## src/rtl/stream_demux.sv

```systemverilog
// stream_demux: packet-aware 1-to-N valid/ready stream demultiplexer.
// The first beat of each packet picks its output channel through in_sel.
// The packet stays locked to that channel until the beat carrying in_last is accepted.
// Each output channel has a one-entry register, so every consumer drains independently.
// Beats whose first in_sel is out of range are swallowed up to and including in_last.
// Optional feature: define STREAM_DEMUX_DROP_CNT_EN to add the drop_count port.
// drop_count is an 8-bit saturating count of discarded beats.
module stream_demux #(
    parameter int WIDTH = 8,
    parameter int N     = 4,
    parameter int SELW  = $clog2(N)
) (
    input  logic               clk,
    input  logic               reset,
    input  logic [WIDTH-1:0]   in_data,
    input  logic [SELW-1:0]    in_sel,
    input  logic               in_last,
    input  logic               in_valid,
    output logic               in_ready,
    output logic [N*WIDTH-1:0] out_data,
    output logic [N-1:0]       out_last,
    output logic [N-1:0]       out_valid,
    input  logic [N-1:0]       out_ready,
    output logic               busy,
    output logic               err
`ifdef STREAM_DEMUX_DROP_CNT_EN
    ,
    output logic [7:0]         drop_count
`endif
);

    typedef enum logic [1:0] {
        IDLE  = 2'd0,
        BURST = 2'd1,
        DROP  = 2'd2
    } state_t;

    localparam logic [SELW:0] NUM_CH = (SELW+1)'(N);

    state_t            state_q, state_d;
    logic [SELW-1:0]   dest_q;
    logic              err_q, err_d;
    logic              lock_dest;
    logic              drop_beat;
    logic              sel_ok;
    logic [SELW-1:0]   tgt;
    logic              tgt_ok;
    logic              accept;
    logic [N-1:0]      load;

    assign sel_ok = ({1'b0, in_sel} < NUM_CH);
    assign accept = in_valid & in_ready;
    assign busy   = (state_q != IDLE);
    assign err    = err_q;

    // Target channel: live in_sel on a first beat, locked destination mid-packet
    always_comb begin
        tgt    = in_sel;
        tgt_ok = 1'b0;
        case (state_q)
            IDLE:    begin tgt = in_sel; tgt_ok = sel_ok; end
            BURST:   begin tgt = dest_q; tgt_ok = 1'b1;   end
            default: begin tgt = in_sel; tgt_ok = 1'b0;   end
        endcase
        // A discarded beat is always accepted; a routed beat needs room in its channel
        in_ready = tgt_ok ? (~out_valid[tgt] | out_ready[tgt]) : 1'b1;
    end

    // One-hot load strobe for the channel receiving the accepted beat
    always_comb begin
        load = '0;
        for (int k = 0; k < N; k++) begin
            load[k] = accept & tgt_ok & (tgt == SELW'(k));
        end
    end

    // Packet FSM next state, error pulse and drop detection
    always_comb begin
        state_d   = state_q;
        err_d     = 1'b0;
        lock_dest = 1'b0;
        drop_beat = 1'b0;
        case (state_q)
            IDLE: begin
                if (accept) begin
                    if (sel_ok) begin
                        if (!in_last) begin
                            state_d   = BURST;
                            lock_dest = 1'b1;
                        end
                    end else begin
                        err_d     = 1'b1;
                        drop_beat = 1'b1;
                        if (!in_last) state_d = DROP;
                    end
                end
            end
            BURST: begin
                if (accept && in_last) state_d = IDLE;
            end
            DROP: begin
                if (accept) begin
                    drop_beat = 1'b1;
                    if (in_last) state_d = IDLE;
                end
            end
            default: state_d = IDLE;
        endcase
    end

    // FSM state, locked destination and registered error pulse
    always_ff @(posedge clk) begin
        if (reset) begin
            state_q <= IDLE;
            dest_q  <= '0;
            err_q   <= 1'b0;
        end else begin
            state_q <= state_d;
            err_q   <= err_d;
            if (lock_dest) dest_q <= in_sel;
        end
    end

    // Per-channel output register: a new beat wins over a same-cycle drain
    always_ff @(posedge clk) begin
        if (reset) begin
            out_valid <= '0;
            out_data  <= '0;
            out_last  <= '0;
        end else begin
            for (int k = 0; k < N; k++) begin
                if (load[k]) begin
                    out_valid[k]                <= 1'b1;
                    out_data[k*WIDTH +: WIDTH]  <= in_data;
                    out_last[k]                 <= in_last;
                end else if (out_ready[k]) begin
                    out_valid[k] <= 1'b0;
                end
            end
        end
    end

`ifdef STREAM_DEMUX_DROP_CNT_EN
    // Saturating count of discarded beats
    always_ff @(posedge clk) begin
        if (reset) begin
            drop_count <= 8'd0;
        end else if (drop_beat && (drop_count != 8'hFF)) begin
            drop_count <= drop_count + 8'd1;
        end
    end
`else
    logic unused_drop;
    assign unused_drop = drop_beat;
`endif

endmodule

```

## config.mk

```make
export PLATFORM = sky130hd
export DESIGN_NAME = stream_demux
export DESIGN_NICKNAME = d
export VERILOG_FILES = /design/src/rtl/stream_demux.sv
export SDC_FILE = /design/constraint.sdc
export NUM_CORES = 1
export LEC_CHECK = 0
export CORE_MARGIN = 2
export CORE_UTILIZATION = 47
export CTS_BUF_LIST = sky130_fd_sc_hd__clkbuf_16
export DETAILED_ROUTE_END_ITERATION = 8
export GPL_TIMING_DRIVEN = 1
export HOLD_SLACK_MARGIN = 0.03
export MAX_ROUTING_LAYER = met4
export PLACE_DENSITY = 0.95
export SLEW_MARGIN = 20
export SYNTH_ARGS = -nofsm -noshare
export SYNTH_HDL_FRONTEND = slang
export SYNTH_SLANG_ARGS = --single-unit
```

## constraint.sdc

```tcl
create_clock -name clk -period 2.85 [get_ports clk]
set_input_delay 0.4275 -clock clk [delete_from_list [all_inputs] [get_ports clk]]
set_output_delay 0.4275 -clock clk [all_outputs]
set_load 0.1 [all_outputs]
```

==> flow_metrics.py <==
metrics = {
    "detailed_routing": {
        "ant_nets": 0,
        "drt_iter0_drc": 50,
        "routed_wl_mm": 3.926,
        "wl_per_cell_um": 14.49,
        "num_vias": 1376,
        "vias_per_cell": 5.077,
        "drt_pre_antenna_iters": 4,
        "drc": 0,
    },
    "timing": {
        "tightest_slew_ps": 526.1,
        "slew_headroom_pct": 64.82,
        "fin_setup_tns_ps": 0,
        "clock-skew-final_ps": 5.063,
        "drv_slew": 0,
        "fin_crit_sh_pct": 79.02,
        "finalSetupViolCount": 0,
        "timing.fmax_ghz": 0.4440,
        "finalCriticalPeriod_ps": 2252,
        "rsz0062_at_grt": "false",
        "hold_violations": 0,
    },
    "clocking": {
        "cts_hold_buffers": 0,
        "htree_levels": 2,
        "cts_root_buf": "clkbuf_16",
        "cts_buffer_depth": 2,
        "tritoncts": "yes",
        "clock_sinks": 43,
        "clkLatencyLatePin_ps": 280,
        "post_cts_buffers": 0,
        "cts_made_buffers": 5,
        "clk_pin_slew_ps": 60,
        "cts_resized": 0,
    },
    "floorplanning": {
        "die_h_um": 64.22,
        "io_pins": 61,
        "core_area_sq_mm": 0.003416,
        "die-area_sq_mm": 0.004124,
        "std_cell_rows": 21,
        "start_util_pct": 49.89,
        "die_x_um": 64.22,
    },
    "critical_path": {
        "cp.required_ps": 2420,
        "crit_type": "input pin to primary output",
        "reg2reg_slack_ps": 1060,
        "reg2reg_from": "state_q[0]",
        "rr_worst_depth": 4,
        "r2r_end": "state_q[0]",
        "crit_end": "in_ready",
        "cp_max_fo": 4,
        "crit_start": "in_sel[1]",
        "cp-start-kind": "input pin",
        "worstPathArrival_ps": 1820,
        "cp-end-kind": "primary output",
    },
    "hold_path": {
        "hold_class": "flip-flop to flip-flop",
        "min_delay_path_depth": 2,
    },
    "global_route": {
        "grt_pass1_wl_mm": 6.548,
        "antenna_found_initial": 0,
        "grt.total_usage_pct": 20.93,
        "grt_pass1_vias": 1376,
        "grt_start_max_net_pins": 22,
        "grt-ovfl-total": 0,
    },
    "synth": {
        "synth_cell_types": 20,
        "ys_ff_latch": 43,
        "syn_avg_cell_area_sq_um": 10.45,
        "seq_area_frac_synth_pct": 50.51,
        "synthesis.nets": 181,
        "syn_area_sq_mm": 0.001704,
        "yosys_warnings": 0,
        "syn_inst": 163,
    },
    "run": {
        "drv_cap": 0,
    },
    "placement": {
        "numPortBuffers": 59,
        "dpl_cell_area_sq_mm": 0.002252,
        "place.gp.congestion": 0.7960,
        "hpwl_mm": 2.714,
    },
    "pwr": {
        "pwr_density_cell_mw_per_mm2": 693.1,
        "p_leak_nw": 1.236,
        "max-vdd-ir-drop_v": 0.0005289,
    },
    "final_layout": {
        "final_nets": 242,
        "drive_above_1_share_pct": 27.11,
        "fillers": 269,
        "antennaDiodeCount": 0,
        "area_delta_synth_final_pct": 41.78,
        "design_area_sq_mm": 0.002416,
    },
    "status": {
        "run_status": "finished, final reports clean",
    },
}
-- worst max-delay path: stages --
cell and delay, ps:
clkdlybuf4s50_1 450, mux2_4 340, mux2i_4 220, mux2i_4 190, buf_12 200
-- layout make-up --
type	count	area (sq um)	area share (%)
clock buffers	5	125.1	5.179
clock inverters	3	38.79	1.605
multi-input cells	109	790.8	32.73
flip-flops and latches	43	860.8	35.63
well taps	46	57.56	2.382
repair buffers	65	543.0	22.48
-- power by group --
| group | internal (mW) | leakage, nW | switching, mW |
|---|---|---|---|
| Clock | 0.408 | 0.0812 | 0.225 |
| Sequential | 0.629 | 0.350 | 0.0175 |
| Combinational | 0.111 | 0.805 | 0.283 |
| Total | 1.15 | 1.24 | 0.526 |
-- layout by cell type, fill, tap and decap left out, drive strengths merged --
cell type / n
a21oi: 4
nand2b: 6
nand4: 4
nand2: 4
o221a: 1
o22ai: 2
bufinv: 1
nor2b: 2
dfxtp: 43
mux2: 3
buf: 48
conb: 1
clkdlybuf4s50: 17
mux2i: 42
nor3b: 1
clkinv: 2
nor2: 39
clkbuf: 5
-- routing by layer --
metal  vias to the layer above  global-route usage (%)  share of wire [%]
met4                         0                   7.181                1.2
met1                       650                   24.61                 43
li1                        672                       -                  -
met2                        47                   33.20                 48
met5                         -                       -                  0
met3                         7                   7.570                7.3
-- registers in the layout (all words and copies together) (netlist names) --
name,count
out_data,32
out_valid,4
dest_q,2
out_last,4
state_q,1
-- metrics by stage --
| stage | setup slack, ps | power, mW | instances | util, % | hold slack [ps] |
|---|---|---|---|---|---|
| floorplan | 60.74 | 0.9609 | 163 | - | 461.2 |
| global placement | 634.4 | 1.050 | 263 | 65.93 | 475.5 |
| detailed placement | 621.6 | 1.055 | 263 | 65.93 | 488.2 |
| CTS | 603.9 | 1.685 | 271 | 70.73 | 502.4 |
| global route | 548.4 | 1.731 | 271 | 70.73 | 531.0 |
| finish | 597.8 | 1.675 | 271 | 70.73 | 495.9 |
-- worst min path at each step --
| stage | slack (ps) | end | startpoint |
|---|---|---|---|
| after floorplan | 460 | dest_q[1] | dest_q[1] |
| after global placement | 480 | out_data[31] | out_data[31] |
| after detailed placement | 490 | out_data[30] | out_data[30] |
| after CTS | 500 | out_data[30] | out_data[30] |
| after global routing | 530 | out_data[11] | out_data[11] |
| final | 500 | out_data[30] | out_data[30] |
-- kinds of logic (layout without fill, tap and decap cells) --
kind of cell	after synthesis	count (layout)	share of synthesized area, %
and+or+nand+nor	56	56	14.32
other	1	1	0.2201
DFF	43	43	50.51
buffers and inverters	11	73	3.817
muxes	45	45	28.56
AOI/OAI and AO/OA	7	7	2.570
-- synth_stat cells, drive strengths merged --
| master | number | area (sq um) |
|---|---|---|
| nor2b | 2 | 12.51 |
| o221a | 1 | 11.26 |
| nor2 | 39 | 146.4 |
| nand4 | 4 | 25.02 |
| conb | 1 | 3.750 |
| mux2i | 42 | 445.4 |
| a21oi | 4 | 20.02 |
| dfxtp | 43 | 860.8 |
| nor3b | 1 | 7.510 |
| clkbuf | 4 | 15.01 |
| nand2 | 4 | 15.01 |
| mux2 | 3 | 41.29 |
| o22ai | 2 | 12.51 |
| nand2b | 6 | 37.54 |
| buf | 7 | 50.04 |
(Power assumes the default switching activity.)
